File: src/rtl/div_unit.sv
// Multi-cycle restoring divider for RV32M DIV/DIVU/REM/REMU.
// Signed operands are converted to magnitudes up front and the sign fix happens in FIN.
module div_unit #(
    parameter int WIDTH = 32
) (
    input  logic             clk,
    input  logic             reset,
    input  logic             start,
    input  logic [WIDTH-1:0] a,
    input  logic [WIDTH-1:0] b,
    input  logic [1:0]       op,
    output logic             busy,
    output logic             done,
    output logic [WIDTH-1:0] result
);

    localparam int CW = $clog2(WIDTH + 1);
    localparam logic [WIDTH-1:0] ZERO    = {WIDTH{1'b0}};
    localparam logic [WIDTH-1:0] ONE     = {{(WIDTH-1){1'b0}}, 1'b1};
    localparam logic [WIDTH-1:0] ONES    = {WIDTH{1'b1}};
    localparam logic [WIDTH-1:0] MIN_NEG = {1'b1, {(WIDTH-1){1'b0}}};
    localparam logic [CW-1:0]    CNT_ONE = CW'(1);
    localparam logic [CW-1:0]    CNT_W   = CW'(WIDTH);

    typedef enum logic [1:0] {
        IDLE = 2'd0,
        RUN  = 2'd1,
        FIN  = 2'd2
    } state_t;

    state_t           state_q, state_d;
    logic [CW-1:0]    cnt_q, cnt_d;
    logic [WIDTH-1:0] quo_q, quo_d;
    logic [WIDTH-1:0] rem_q, rem_d;
    logic [WIDTH-1:0] dvs_q, dvs_d;
    logic             sel_rem_q, sel_rem_d;
    logic             quo_neg_q, quo_neg_d;
    logic             rem_neg_q, rem_neg_d;
    logic             busy_q, busy_d;
    logic             done_q, done_d;
    logic [WIDTH-1:0] result_q, result_d;

    logic             a_neg_s, b_neg_s, ovf_s;
    logic [WIDTH-1:0] a_mag_s, b_mag_s;
    logic [WIDTH:0]   rem_sh_s, diff_s;
    logic [WIDTH-1:0] quo_fix_s, rem_fix_s;

    // Operand preparation, one division step and the final sign fix
    always_comb begin
        a_neg_s   = ~op[0] & a[WIDTH-1];
        b_neg_s   = ~op[0] & b[WIDTH-1];
        a_mag_s   = a_neg_s ? (~a + ONE) : a;
        b_mag_s   = b_neg_s ? (~b + ONE) : b;
        ovf_s     = ~op[0] & (a == MIN_NEG) & (b == ONES);
        rem_sh_s  = {rem_q, quo_q[WIDTH-1]};
        diff_s    = rem_sh_s - {1'b0, dvs_q};
        quo_fix_s = quo_neg_q ? (~quo_q + ONE) : quo_q;
        rem_fix_s = rem_neg_q ? (~rem_q + ONE) : rem_q;
    end

    // Next-state and datapath control
    always_comb begin
        state_d   = state_q;
        cnt_d     = cnt_q;
        quo_d     = quo_q;
        rem_d     = rem_q;
        dvs_d     = dvs_q;
        sel_rem_d = sel_rem_q;
        quo_neg_d = quo_neg_q;
        rem_neg_d = rem_neg_q;
        busy_d    = 1'b0;
        done_d    = 1'b0;
        result_d  = result_q;
        case (state_q)
            IDLE: begin
                // The done cycle is also an IDLE cycle, so a start there is dropped
                if (start && !done_q) begin
                    busy_d    = 1'b1;
                    sel_rem_d = op[1];
                    if (b == ZERO) begin
                        quo_d     = ONES;
                        rem_d     = a;
                        quo_neg_d = 1'b0;
                        rem_neg_d = 1'b0;
                        state_d   = FIN;
                    end else if (ovf_s) begin
                        quo_d     = a;
                        rem_d     = ZERO;
                        quo_neg_d = 1'b0;
                        rem_neg_d = 1'b0;
                        state_d   = FIN;
                    end else begin
                        quo_d     = a_mag_s;
                        rem_d     = ZERO;
                        dvs_d     = b_mag_s;
                        quo_neg_d = a_neg_s ^ b_neg_s;
                        rem_neg_d = a_neg_s;
                        cnt_d     = CNT_W;
                        state_d   = RUN;
                    end
                end else begin
                    state_d = IDLE;
                end
            end
            RUN: begin
                busy_d = 1'b1;
                cnt_d  = cnt_q - CNT_ONE;
                quo_d  = {quo_q[WIDTH-2:0], ~diff_s[WIDTH]};
                if (diff_s[WIDTH]) begin
                    rem_d = rem_sh_s[WIDTH-1:0];
                end else begin
                    rem_d = diff_s[WIDTH-1:0];
                end
                if (cnt_q == CNT_ONE) begin
                    state_d = FIN;
                end else begin
                    state_d = RUN;
                end
            end
            FIN: begin
                done_d   = 1'b1;
                result_d = sel_rem_q ? rem_fix_s : quo_fix_s;
                state_d  = IDLE;
            end
            default: begin
                state_d = IDLE;
            end
        endcase
    end

    // State and output registers with synchronous reset
    always_ff @(posedge clk) begin
        if (reset) begin
            state_q   <= IDLE;
            cnt_q     <= {CW{1'b0}};
            quo_q     <= ZERO;
            rem_q     <= ZERO;
            dvs_q     <= ZERO;
            sel_rem_q <= 1'b0;
            quo_neg_q <= 1'b0;
            rem_neg_q <= 1'b0;
            busy_q    <= 1'b0;
            done_q    <= 1'b0;
            result_q  <= ZERO;
        end else begin
            state_q   <= state_d;
            cnt_q     <= cnt_d;
            quo_q     <= quo_d;
            rem_q     <= rem_d;
            dvs_q     <= dvs_d;
            sel_rem_q <= sel_rem_d;
            quo_neg_q <= quo_neg_d;
            rem_neg_q <= rem_neg_d;
            busy_q    <= busy_d;
            done_q    <= done_d;
            result_q  <= result_d;
        end
    end

    assign busy   = busy_q;
    assign done   = done_q;
    assign result = result_q;

endmodule
File: config.mk
export PLATFORM = sky130hd
export DESIGN_NAME = div_unit
export DESIGN_NICKNAME = d
export VERILOG_FILES = /design/src/rtl/div_unit.sv
export SDC_FILE = /design/constraint.sdc
export NUM_CORES = 1
export LEC_CHECK = 0
export CAP_MARGIN = 20
export CELL_PAD_IN_SITES_DETAIL_PLACEMENT = 1
export CELL_PAD_IN_SITES_GLOBAL_PLACEMENT = 2
export CORE_ASPECT_RATIO = 1.2
export CORE_MARGIN = 2
export CORE_UTILIZATION = 37
export DETAILED_ROUTE_END_ITERATION = 10
export GPL_TIMING_DRIVEN = 0
export HOLD_SLACK_MARGIN = 0.06
export PLACE_DENSITY = 0.94
export SYNTH_ARGS = -nofsm -noshare
export SYNTH_HDL_FRONTEND = slang
export SYNTH_SLANG_ARGS = --single-unit
export TNS_END_PERCENT = 20
File: constraint.sdc
create_clock -name clk -period 9.07 [get_ports clk]
set_input_delay 2.721 -clock clk [delete_from_list [all_inputs] [get_ports clk]]
set_output_delay 2.721 -clock clk [all_outputs]
set_load 0.1 [all_outputs]
==> results of run 1 <==
==> power by group <==
| part | internal [mW] | switching (mW) | total [mW] |
|---|---|---|---|
| combinational | 0.399 | 0.705 | 1.10 |
| sequential | 0.674 | 0.0833 | 0.758 |
| clock | 0.524 | 0.293 | 0.817 |
| total | 1.60 | 1.08 | 2.68 |
==> final cells by class <==
cell class              count  share of cell area, %
flip-flops and latches    141                   21.2
well taps                 390                   3.67
clock buffers              18                   3.30
repair buffers            103                   7.69
plain buffers             118                   3.62
multi-input cells        1183                   57.1
inverters                  58                   1.64
clock inverters            14                   1.79
==> state kept, by name, summed over array words and instances (netlist names) <==
register / count
done: 1
quo_neg_q: 1
dvs_q: 32
rem_neg_q: 1
busy: 1
sel_rem_q: 1
rem_q: 32
cnt_q: 6
quo_q: 32
result: 32
state_q: 2
==> layout by cell type, fill, tap and decap left out, types with 11 or more instances in the layout <==
| cell | n |
|---|---|
| sky130_fd_sc_hd__a21oi_1 | 144 |
| sky130_fd_sc_hd__clkbuf_1 | 95 |
| sky130_fd_sc_hd__o31ai_1 | 32 |
| sky130_fd_sc_hd__a21o_1 | 13 |
| sky130_fd_sc_hd__nand2_1 | 165 |
| sky130_fd_sc_hd__a221oi_1 | 32 |
| sky130_fd_sc_hd__a211oi_1 | 62 |
| sky130_fd_sc_hd__inv_1 | 58 |
| sky130_fd_sc_hd__nand2b_1 | 18 |
| sky130_fd_sc_hd__o211ai_1 | 36 |
| sky130_fd_sc_hd__nor4_1 | 25 |
| sky130_fd_sc_hd__nand3_1 | 20 |
| sky130_fd_sc_hd__o21ai_0 | 51 |
| sky130_fd_sc_hd__xor2_1 | 67 |
| sky130_fd_sc_hd__a311oi_1 | 14 |
| sky130_fd_sc_hd__nor3_1 | 27 |
| sky130_fd_sc_hd__nor2_1 | 130 |
| sky130_fd_sc_hd__buf_2 | 15 |
| sky130_fd_sc_hd__ha_1 | 39 |
| sky130_fd_sc_hd__nand4_1 | 21 |
| sky130_fd_sc_hd__or3_1 | 19 |
| sky130_fd_sc_hd__and3_1 | 11 |
| sky130_fd_sc_hd__clkbuf_16 | 17 |
| sky130_fd_sc_hd__and2_1 | 11 |
| sky130_fd_sc_hd__clkdlybuf4s50_1 | 100 |
| sky130_fd_sc_hd__or4_1 | 22 |
| sky130_fd_sc_hd__o41ai_1 | 16 |
| sky130_fd_sc_hd__dfxtp_1 | 141 |
| sky130_fd_sc_hd__xnor2_1 | 74 |
| sky130_fd_sc_hd__mux2i_1 | 13 |
| sky130_fd_sc_hd__a31oi_1 | 34 |
==> stage by stage <==
step	hold slack, ns	std cells	utilization (%)
3_3_place_gp	0.440	1990	42.6
3_5_place_dp	0.449	1992	42.6
6_report	0.455	2025	44.9
4_1_cts	0.457	2024	44.9
2_1_floorplan	0.465	1500	-
5_1_grt	0.484	2025	44.9
==> routing by layer <==
metal | track usage (%) | part of all wire, % | vias to the layer above | wire, um
met3 | 3.66 | 4.5 | 146 | 2050
met5 | 0 | 0 | - | 0
met1 | 31.9 | 39 | 5839 | 17800
met2 | 52.2 | 50 | 424 | 23200
li1 | - | - | 5784 | -
met4 | 19.2 | 6.7 | 0 | 3080
==> Yosys cell counts, drive strengths merged, types with 4 or more instances <==
cell / n / area share, %
and2: 11 / 0.62
nand4: 21 / 1.2
buf: 20 / 0.95
ha: 39 / 4.4
o2111ai: 4 / 0.32
clkbuf: 97 / 3.3
nand3: 20 / 0.90
nor2b: 8 / 0.45
a221oi: 32 / 2.5
nor3b: 4 / 0.27
o41ai: 17 / 1.4
nand2b: 18 / 1.0
dfxtp: 141 / 25
nor3: 29 / 1.4
a21oi: 144 / 6.5
a31oi: 34 / 1.9
a211oi: 62 / 4.2
xor2: 67 / 5.3
mux2i: 13 / 1.2
or4: 22 / 1.5
a2111oi: 6 / 0.53
o31ai: 32 / 2.2
o21ai: 52 / 2.3
o21a: 8 / 0.54
or3: 19 / 1.1
xnor2: 74 / 5.8
and3: 11 / 0.62
nor2: 131 / 4.5
nand2: 165 / 5.6
o211ai: 36 / 2.4
a311oi: 14 / 1.1
inv: 58 / 2.0
or2: 4 / 0.25
nor4: 27 / 1.7
a21o: 13 / 0.88
==> logic make-up (layout without fill, tap and decap cells) <==
| group | Yosys count | count (layout) | share of synthesized area (%) |
|---|---|---|---|
| and+or+nand+nor | 499 | 499 | 21.8 |
| adders and majority gates | 40 | 40 | 4.57 |
| AOI/OAI and AO/OA | 489 | 489 | 29.6 |
| xor gates and xnor gates | 141 | 141 | 11.1 |
| DFF | 141 | 141 | 25.4 |
| buffers and inverters | 176 | 311 | 6.29 |
| muxes | 14 | 14 | 1.27 |
==> worst reg2reg max path: stages (launching register included) <==
cell,delay (ns)
sky130_fd_sc_hd__dfxtp_1,0.37
sky130_fd_sc_hd__inv_1,0.19
sky130_fd_sc_hd__ha_1,0.30
sky130_fd_sc_hd__fa_1,0.40
sky130_fd_sc_hd__nand2b_1,0.21
sky130_fd_sc_hd__a21o_1,0.21
sky130_fd_sc_hd__a211oi_1,0.50
sky130_fd_sc_hd__nor4b_2,0.21
sky130_fd_sc_hd__o21a_1,0.31
sky130_fd_sc_hd__nor3_2,0.55
sky130_fd_sc_hd__buf_2,0.39
sky130_fd_sc_hd__a31oi_1,0.16
sky130_fd_sc_hd__a211oi_1,0.26
==> final timing paths <==
path | from | endpoint | slack (ns) | cells past startpoint
min reg2reg | result[25]$_SDFFE_PP0P_ | result[25]$_SDFFE_PP0P_ | 0.46 | 2
max | b[3] | quo_q[31]$_SDFFE_PP0P_ | 2.26 | 10
min | result[25]$_SDFFE_PP0P_ | result[25]$_SDFFE_PP0P_ | 0.46 | 2
max reg2reg | quo_q[31]$_SDFFE_PP0P_ | rem_q[21]$_SDFFE_PP0P_ | 4.90 | 12
==> impl_results.html, run 1 <==
<table>
<tr><th>Metric</th><th>Value</th></tr>
<tr><th colspan="2">Logic synthesis</th></tr>
<tr><td>Post-synthesis cell area</td><td>0.0111 sq mm</td></tr>
<tr><td>Synthesized Nets</td><td>1,609</td></tr>
<tr><td>Commonest register cell after synthesis</td><td>sky130_fd_sc_hd__dfxtp_1</td></tr>
<tr><td>Synth warn</td><td>0</td></tr>
<tr><td>Number of distinct library cell variants in the gate-level netlist after synthesis</td><td>77</td></tr>
<tr><td>Seq cells post-synth</td><td>141</td></tr>
<tr><td>Number of enable-type register cells in the synthesized netlist</td><td>0</td></tr>
<tr><td>Synthesized area per cell</td><td>7.41 sq um</td></tr>
<tr><td>Register area share after synthesis</td><td>25.4%</td></tr>
<tr><td>Share of flip-flops with an asynchronous set or reset</td><td>0%</td></tr>
<tr><td>Post-synthesis instance total</td><td>~1,500</td></tr>
<tr><th colspan="2">Timing</th></tr>
<tr><td>Pin slew with the least headroom to its limit</td><td>1.31 ns</td></tr>
<tr><td>Number of setup violations in the final report</td><td>0</td></tr>
<tr><td>Post-Route Skew</td><td>0.0103 ns</td></tr>
<tr><td>Relative max-transition margin</td><td>between 10% and 20%</td></tr>
<tr><td>Final worst path period share</td><td>75.1%</td></tr>
<tr><td>Peak clock frequency supported by timing</td><td>approximately 0.15 GHz</td></tr>
<tr><td>Total count of max-transition violations in the final report</td><td>0</td></tr>
<tr><td>Final worst path period need</td><td>6.81 ns</td></tr>
<tr><td>Final total negative setup slack</td><td>0 ns</td></tr>
<tr><td>Worst path setup slack after routing</td><td>2.26 ns</td></tr>
<tr><td>Final-report hold violation count</td><td>0</td></tr>
<tr><td>RSZ-0062 raised after global routing</td><td>false</td></tr>
<tr><th colspan="2">CTS</th></tr>
<tr><td>Clock net sink count</td><td>approximately 140</td></tr>
<tr><td>Number of buffers on the longest clock path</td><td>2</td></tr>
<tr><td>CTS tree</td><td>built</td></tr>
<tr><td>Num CTS Buffers</td><td>17</td></tr>
<tr><td>CTS root buffer</td><td>sky130_fd_sc_hd__clkbuf_16</td></tr>
<tr><td>Cells resized by post-CTS repair</td><td>0</td></tr>
<tr><td>CTS clk-pin slew, worst paths</td><td>about 0.070 ns</td></tr>
<tr><td>Max H-tree Level</td><td>4</td></tr>
<tr><td>Clock latency reported for the late side of the worst-skew pair</td><td>about 0.44 ns</td></tr>
<tr><td>Post-CTS Hold Fix Bufs</td><td>0</td></tr>
<tr><td>Post-CTS setup buffer count</td><td>0</td></tr>
<tr><th colspan="2">Critical path</th></tr>
<tr><td>Critical path fanouts, max</td><td>10</td></tr>
<tr><td>Critical-path cell list</td><td>clkdlybuf4s50_1 &gt; or3_1 &gt; nor3b_1 &gt; nand4_1 &gt; nor3_1 &gt; nand2b_1 &gt; clkbuf_1 &gt; buf_2 &gt; a21oi_1 &gt; o31ai_1</td></tr>
<tr><td>Setup crit start kind</td><td>primary input</td></tr>
<tr><td>Buffer and inverter count on the worst path</td><td>3</td></tr>
<tr><td>Arrival time of the worst setup path</td><td>7.11 ns</td></tr>
<tr><td>Slowest-stage cell, CP</td><td>sky130_fd_sc_hd__nor3_1</td></tr>
<tr><td>Worst Path Class, Setup</td><td>primary input to flop</td></tr>
<tr><td>Largest delay share family, worst path</td><td>simple AND/OR/NAND/NOR gates</td></tr>
<tr><td>Critical path capture point type</td><td>flop</td></tr>
<tr><td>CP Data Required Time</td><td>9.36 ns</td></tr>
<tr><td>Slowest Stage Delay on Critical Path</td><td>0.87 ns</td></tr>
<tr><th colspan="2">Final layout</th></tr>
<tr><td>Area of the multi-input gates</td><td>0.00760 sq mm</td></tr>
<tr><td>Post-route design area</td><td>0.0133 sq mm</td></tr>
<tr><td>Relative area change from synthesis to final layout</td><td>19.7%</td></tr>
<tr><td>ANT cells</td><td>0</td></tr>
<tr><td>Seq. cell area</td><td>0.00282 sq mm</td></tr>
<tr><td>Share of post-route cells with drive strength above 1</td><td>under 10%</td></tr>
<tr><td>Number of fillers in the final layout</td><td>approximately 3,700</td></tr>
<tr><td>Nets</td><td>1,731</td></tr>
<tr><th colspan="2">Drt</th></tr>
<tr><td>Antenna Violating Nets Remaining</td><td>0</td></tr>
<tr><td>Post-DR vias/cell</td><td>6.02</td></tr>
<tr><td>Total Wirelength</td><td>46.1 mm</td></tr>
<tr><td>Detailed Routing Iterations Pass 1</td><td>5</td></tr>
<tr><td>Initial DRC count</td><td>779</td></tr>
<tr><td>Via total after detailed routing</td><td>12,193</td></tr>
<tr><td>Average routed wire per standard cell</td><td>roughly 23 um</td></tr>
<tr><td>Remaining DRCs</td><td>0</td></tr>
<tr><th colspan="2">Placed design</th></tr>
<tr><td>Half-perimeter wire length after placement</td><td>37.5 mm</td></tr>
<tr><td>Routability Congestion</td><td>0.959</td></tr>
<tr><td>Placement-stage worst setup slack</td><td>1.92 ns</td></tr>
<tr><td>Post-detailed-placement cell area</td><td>0.0126 sq mm</td></tr>
<tr><td>Buffers added on ports</td><td>100</td></tr>
<tr><th colspan="2">Power and ir drop</th></tr>
<tr><td>Post-layout power</td><td>2.68 mW</td></tr>
<tr><td>Leakage power total</td><td>4.66 nW</td></tr>
<tr><td>Total power per unit cell area</td><td>slightly above 200 mW/mm^2</td></tr>
<tr><td>Peak supply drop</td><td>0.000138 V</td></tr>
<tr><th colspan="2">Run</th></tr>
<tr><td>Max capacitance violation total</td><td>0</td></tr>
<tr><th colspan="2">Die</th></tr>
<tr><td>Horiz. Die Dim</td><td>162 um</td></tr>
<tr><td>Initial core utilization</td><td>37.5%</td></tr>
<tr><td>Height of the die</td><td>194 um</td></tr>
<tr><td>Top-level I/O count</td><td>103</td></tr>
<tr><td>Cell Rows</td><td>69</td></tr>
<tr><td>Die area</td><td>0.0314 sq mm</td></tr>
<tr><td>Core area</td><td>a little under 0.03 sq mm</td></tr>
<tr><th colspan="2">Global routing</th></tr>
<tr><td>First-pass GRT wire length</td><td>71.0 mm</td></tr>
<tr><td>Pin count of the biggest net entering global routing</td><td>17</td></tr>
<tr><td>GRT Util Overall</td><td>29.1%</td></tr>
<tr><td>Overflow left after global routing</td><td>0</td></tr>
<tr><td>Number of antenna violations at the first check in global routing</td><td>0</td></tr>
<tr><td>Vias in the first global route</td><td>around 13,000</td></tr>
<tr><th colspan="2">Outcome</th></tr>
<tr><td>Outcome</td><td>finished, final reports clean</td></tr>
<tr><th colspan="2">Min path</th></tr>
<tr><td>Min-Delay Path Class</td><td>flop to flop</td></tr>
</table>
Power figures use the tool's default switching activity.
==> run 2, diff against run 1 <==
- CORE_UTILIZATION: 37 -> 34
- PLACE_DENSITY: 0.94 -> 0.88
- clock period: 9.07 -> 6.8 ns (I/O delays scaled with it)
==> run 2 against run 1 <==
Compared with the run above:
- global-route usage is 1.6 points lower
- die area rose by 8.6%
- highest routed layer unchanged
- worst setup slack worse by 1.7 ns
- critical endpoint unchanged
- utilization down 3.7 points
- largest power group unchanged
- sequential share of layout area hardly changed
==> impl_results.html, run 2 (synthesis results as in run 1) <==
<table>
<tr><th>Metric</th><th>Value</th></tr>
<tr><th colspan="2">Outcome</th></tr>
<tr><td>Outcome</td><td>finished, final reports clean</td></tr>
<tr><th colspan="2">Run</th></tr>
<tr><td>Max capacitance violation total</td><td>0 (unchanged)</td></tr>
<tr><th colspan="2">Critical path</th></tr>
<tr><td>Worst Path Class, Setup</td><td>primary input to flop</td></tr>
<tr><td>Setup crit start kind</td><td>primary input</td></tr>
<tr><td>Slowest-stage cell, CP</td><td>sky130_fd_sc_hd__nor3_1</td></tr>
<tr><td>CP Data Required Time</td><td>7.08 ns (-2.28 ns)</td></tr>
<tr><td>Critical-path cell list</td><td>clkdlybuf4s50_1 &gt; or3_1 &gt; nor3b_1 &gt; nand4_1 &gt; nor3_1 &gt; nand2b_1 &gt; clkbuf_1 &gt; buf_2 &gt; a21oi_1 &gt; o31ai_1</td></tr>
<tr><td>Buffer and inverter count on the worst path</td><td>3 (unchanged)</td></tr>
<tr><td>Arrival time of the worst setup path</td><td>6.52 ns (-0.59 ns)</td></tr>
<tr><td>Largest delay share family, worst path</td><td>simple AND/OR/NAND/NOR gates</td></tr>
<tr><td>Critical path capture point type</td><td>flop</td></tr>
<tr><td>Critical path fanouts, max</td><td>10 (unchanged)</td></tr>
<tr><td>Slowest Stage Delay on Critical Path</td><td>0.77 ns (-0.10 ns)</td></tr>
<tr><th colspan="2">Die</th></tr>
<tr><td>Core area</td><td>0.0323 sq mm (+8.9%)</td></tr>
<tr><td>Die area</td><td>0.0342 sq mm (+8.6%)</td></tr>
<tr><td>Height of the die</td><td>202 um (+4.2%)</td></tr>
<tr><td>Top-level I/O count</td><td>103 (unchanged)</td></tr>
<tr><td>Horiz. Die Dim</td><td>169 um (+4.2%)</td></tr>
<tr><td>Cell Rows</td><td>72 (+4.3%)</td></tr>
<tr><td>Initial core utilization</td><td>34.5% (-3.1 points)</td></tr>
<tr><th colspan="2">CTS</th></tr>
<tr><td>CTS tree</td><td>built</td></tr>
<tr><td>Num CTS Buffers</td><td>17 (unchanged)</td></tr>
<tr><td>Max H-tree Level</td><td>4 (unchanged)</td></tr>
<tr><td>CTS clk-pin slew, worst paths</td><td>0.07 ns (about the same)</td></tr>
<tr><td>Post-CTS Hold Fix Bufs</td><td>0 (unchanged)</td></tr>
<tr><td>Clock latency reported for the late side of the worst-skew pair</td><td>0.45 ns (about the same)</td></tr>
<tr><td>Number of buffers on the longest clock path</td><td>2 (unchanged)</td></tr>
<tr><td>CTS root buffer</td><td>sky130_fd_sc_hd__clkbuf_16</td></tr>
<tr><td>Clock net sink count</td><td>141 (unchanged)</td></tr>
<tr><td>Post-CTS setup buffer count</td><td>0 (unchanged)</td></tr>
<tr><td>Cells resized by post-CTS repair</td><td>0 (unchanged)</td></tr>
<tr><th colspan="2">Drt</th></tr>
<tr><td>Average routed wire per standard cell</td><td>23.2 um (+2.0%)</td></tr>
<tr><td>Total Wirelength</td><td>47.4 mm (+2.9%)</td></tr>
<tr><td>Detailed Routing Iterations Pass 1</td><td>5 (unchanged)</td></tr>
<tr><td>Remaining DRCs</td><td>0 (unchanged)</td></tr>
<tr><td>Metal1 wirelength</td><td>18.6 mm (+4.6%)</td></tr>
<tr><td>Top Metal Used</td><td>met4</td></tr>
<tr><td>Post-DR vias/cell</td><td>5.98 (-0.62%)</td></tr>
<tr><td>Antenna Violating Nets Remaining</td><td>0 (unchanged)</td></tr>
<tr><td>Met2 Routed Length</td><td>23.5 mm (+1.3%)</td></tr>
<tr><td>Via total after detailed routing</td><td>12,225 (+0.26%)</td></tr>
<tr><td>Wire length on met3</td><td>2.19 mm (+6.4%)</td></tr>
<tr><td>Initial DRC count</td><td>571 (-27%)</td></tr>
<tr><th colspan="2">Timing</th></tr>
<tr><td>Hold Worst Slack</td><td>0.455 ns (-0.000543 ns)</td></tr>
<tr><td>Number of setup violations in the final report</td><td>0 (unchanged)</td></tr>
<tr><td>Total count of max-transition violations in the final report</td><td>0 (unchanged)</td></tr>
<tr><td>Final total negative setup slack</td><td>0 ns (unchanged)</td></tr>
<tr><td>Final-report hold violation count</td><td>0 (unchanged)</td></tr>
<tr><td>RSZ-0062 raised after global routing</td><td>false</td></tr>
<tr><td>Pin slew with the least headroom to its limit</td><td>1.14 ns (-0.169 ns)</td></tr>
<tr><td>Worst path setup slack after routing</td><td>0.558 ns (-1.70 ns)</td></tr>
<tr><td>Relative max-transition margin</td><td>22.9% (+11 points)</td></tr>
<tr><td>Post-Route Skew</td><td>0.0133 ns (+0.00301 ns)</td></tr>
<tr><td>Final worst path period need</td><td>6.24 ns</td></tr>
<tr><td>Final worst path period share</td><td>91.8%</td></tr>
<tr><td>Peak clock frequency supported by timing</td><td>0.160 GHz</td></tr>
<tr><th colspan="2">Final layout</th></tr>
<tr><td>Nets</td><td>1,732 (+0.058%)</td></tr>
<tr><td>Commonest non-fill, non-tap cell in the layout</td><td>sky130_fd_sc_hd__nand2_1</td></tr>
<tr><td>ANT cells</td><td>0 (unchanged)</td></tr>
<tr><td>Relative area change from synthesis to final layout</td><td>19.7% (about the same)</td></tr>
<tr><td>Share of post-route cells with drive strength above 1</td><td>4.46% (-0.13 points)</td></tr>
<tr><td>Highest-count cells in the layout ignoring fill and taps</td><td>sky130_fd_sc_hd__nand2_1 (165), sky130_fd_sc_hd__a21oi_1 (144), sky130_fd_sc_hd__dfxtp_1 (141), sky130_fd_sc_hd__nor2_1 (130), sky130_fd_sc_hd__clkdlybuf4s50_1 (100)</td></tr>
<tr><th colspan="2">Power and ir drop</th></tr>
<tr><td>Leakage power total</td><td>4.65 nW (-0.16%)</td></tr>
<tr><td>Total power per unit cell area</td><td>267 mW/mm^2 (+33%)</td></tr>
<tr><td>Peak supply drop</td><td>0.000196 V (+42%)</td></tr>
<tr><th colspan="2">Global routing</th></tr>
<tr><td>Overflow left after global routing</td><td>0 (unchanged)</td></tr>
<tr><td>First-pass GRT wire length</td><td>72.0 mm (+1.4%)</td></tr>
<tr><td>Vias in the first global route</td><td>12,563 (-0.95%)</td></tr>
<tr><td>Number of antenna violations at the first check in global routing</td><td>0 (unchanged)</td></tr>
<tr><td>Pin count of the biggest net entering global routing</td><td>17 (unchanged)</td></tr>
<tr><td>GRT Util Overall</td><td>27.5% (-1.6 points)</td></tr>
<tr><th colspan="2">Min path</th></tr>
<tr><td>Min-Delay Path Class</td><td>flop to flop</td></tr>
<tr><th colspan="2">Placed design</th></tr>
<tr><td>Buffers added on ports</td><td>100 (unchanged)</td></tr>
<tr><td>Placement-stage worst setup slack</td><td>0.259 ns (-1.66 ns)</td></tr>
<tr><td>Half-perimeter wire length after placement</td><td>38.7 mm (+3.1%)</td></tr>
<tr><td>Routability Congestion</td><td>0.947 (-1.3%)</td></tr>
</table>
-- run 2: cell types whose count changed in the layout (fill, tap and decap cells not counted) --
| cell | previous run | this run |
|---|---|---|
| sky130_fd_sc_hd__clkinv_4 | 2 | 3 |
| sky130_fd_sc_hd__inv_6 | 2 | 0 |
| sky130_fd_sc_hd__buf_2 | 15 | 17 |
| sky130_fd_sc_hd__clkinv_2 | 3 | 2 |
| sky130_fd_sc_hd__clkdlybuf4s18_2 | 1 | 0 |
| sky130_fd_sc_hd__clkinvlp_4 | 1 | 0 |
| sky130_fd_sc_hd__clkbuf_8 | 1 | 2 |
| sky130_fd_sc_hd__bufinv_16 | 6 | 5 |
| sky130_fd_sc_hd__clkbuf_1 | 95 | 98 |
-- run 2: where the power goes --
group | total, mW | internal [mW] | leakage, nW | switching, mW
logic | 1.48 | 0.531 | 3.17 | 0.953
registers | 1.01 | 0.899 | 1.16 | 0.113
clock network | 1.06 | 0.671 | 0.318 | 0.386
total | 3.55 | 2.10 | 4.65 | 1.45
-- run 2: stage by stage --
step                      utilization [%]  instances  instance area (sq um)  power, mW
after floorplan                         -       1500                  11100       1.99
after global placement               39.1       2007                  12600       2.44
after detailed placement             39.2       2009                  12600       2.48
after CTS                            41.2       2041                  13300       3.53
after global routing                 41.2       2043                  13300       3.73
final                                41.2       2043                  13300       3.55
-- run 2: final timing paths --
| check | start | endpoint | slack, ns | cells after the start |
|---|---|---|---|---|
| worst max register to register | rem_q[14]$_SDFFE_PP0P_ | rem_q[31]$_SDFFE_PP0P_ | 2.67 | 11 |
| worst min-delay path | result[3]$_SDFFE_PP0P_ | result[3]$_SDFFE_PP0P_ | 0.45 | 2 |
| worst max-delay path | b[3] | quo_q[31]$_SDFFE_PP0P_ | 0.56 | 10 |
| worst min register to register | result[3]$_SDFFE_PP0P_ | result[3]$_SDFFE_PP0P_ | 0.45 | 2 |
-- run 2: metal layers --
metal	track usage, %	up-vias
li1	-	5768
met1	30.3	5910
met2	49.5	393
met3	3.49	154
met4	17.9	0
met5	0	-
-- run 2: cell type report --
cell class | instances | area (sq um)
Fill cell | 4035 | 18900
Clock inverter | 10 | 186
Tap cell | 407 | 509
Sequential cell | 141 | 2820
Clock buffer | 22 | 464
Inverter | 58 | 218
Buffer | 118 | 482
Timing Repair Buffer | 104 | 1020
Multi-Input combinational cell | 1183 | 7600
-- run 2: worst min-delay path, stage by stage, from the launching register on --
cell and delay (ns):
sky130_fd_sc_hd__dfxtp_1 0.31, sky130_fd_sc_hd__nand2_1 0.05, sky130_fd_sc_hd__a21oi_1 0.05
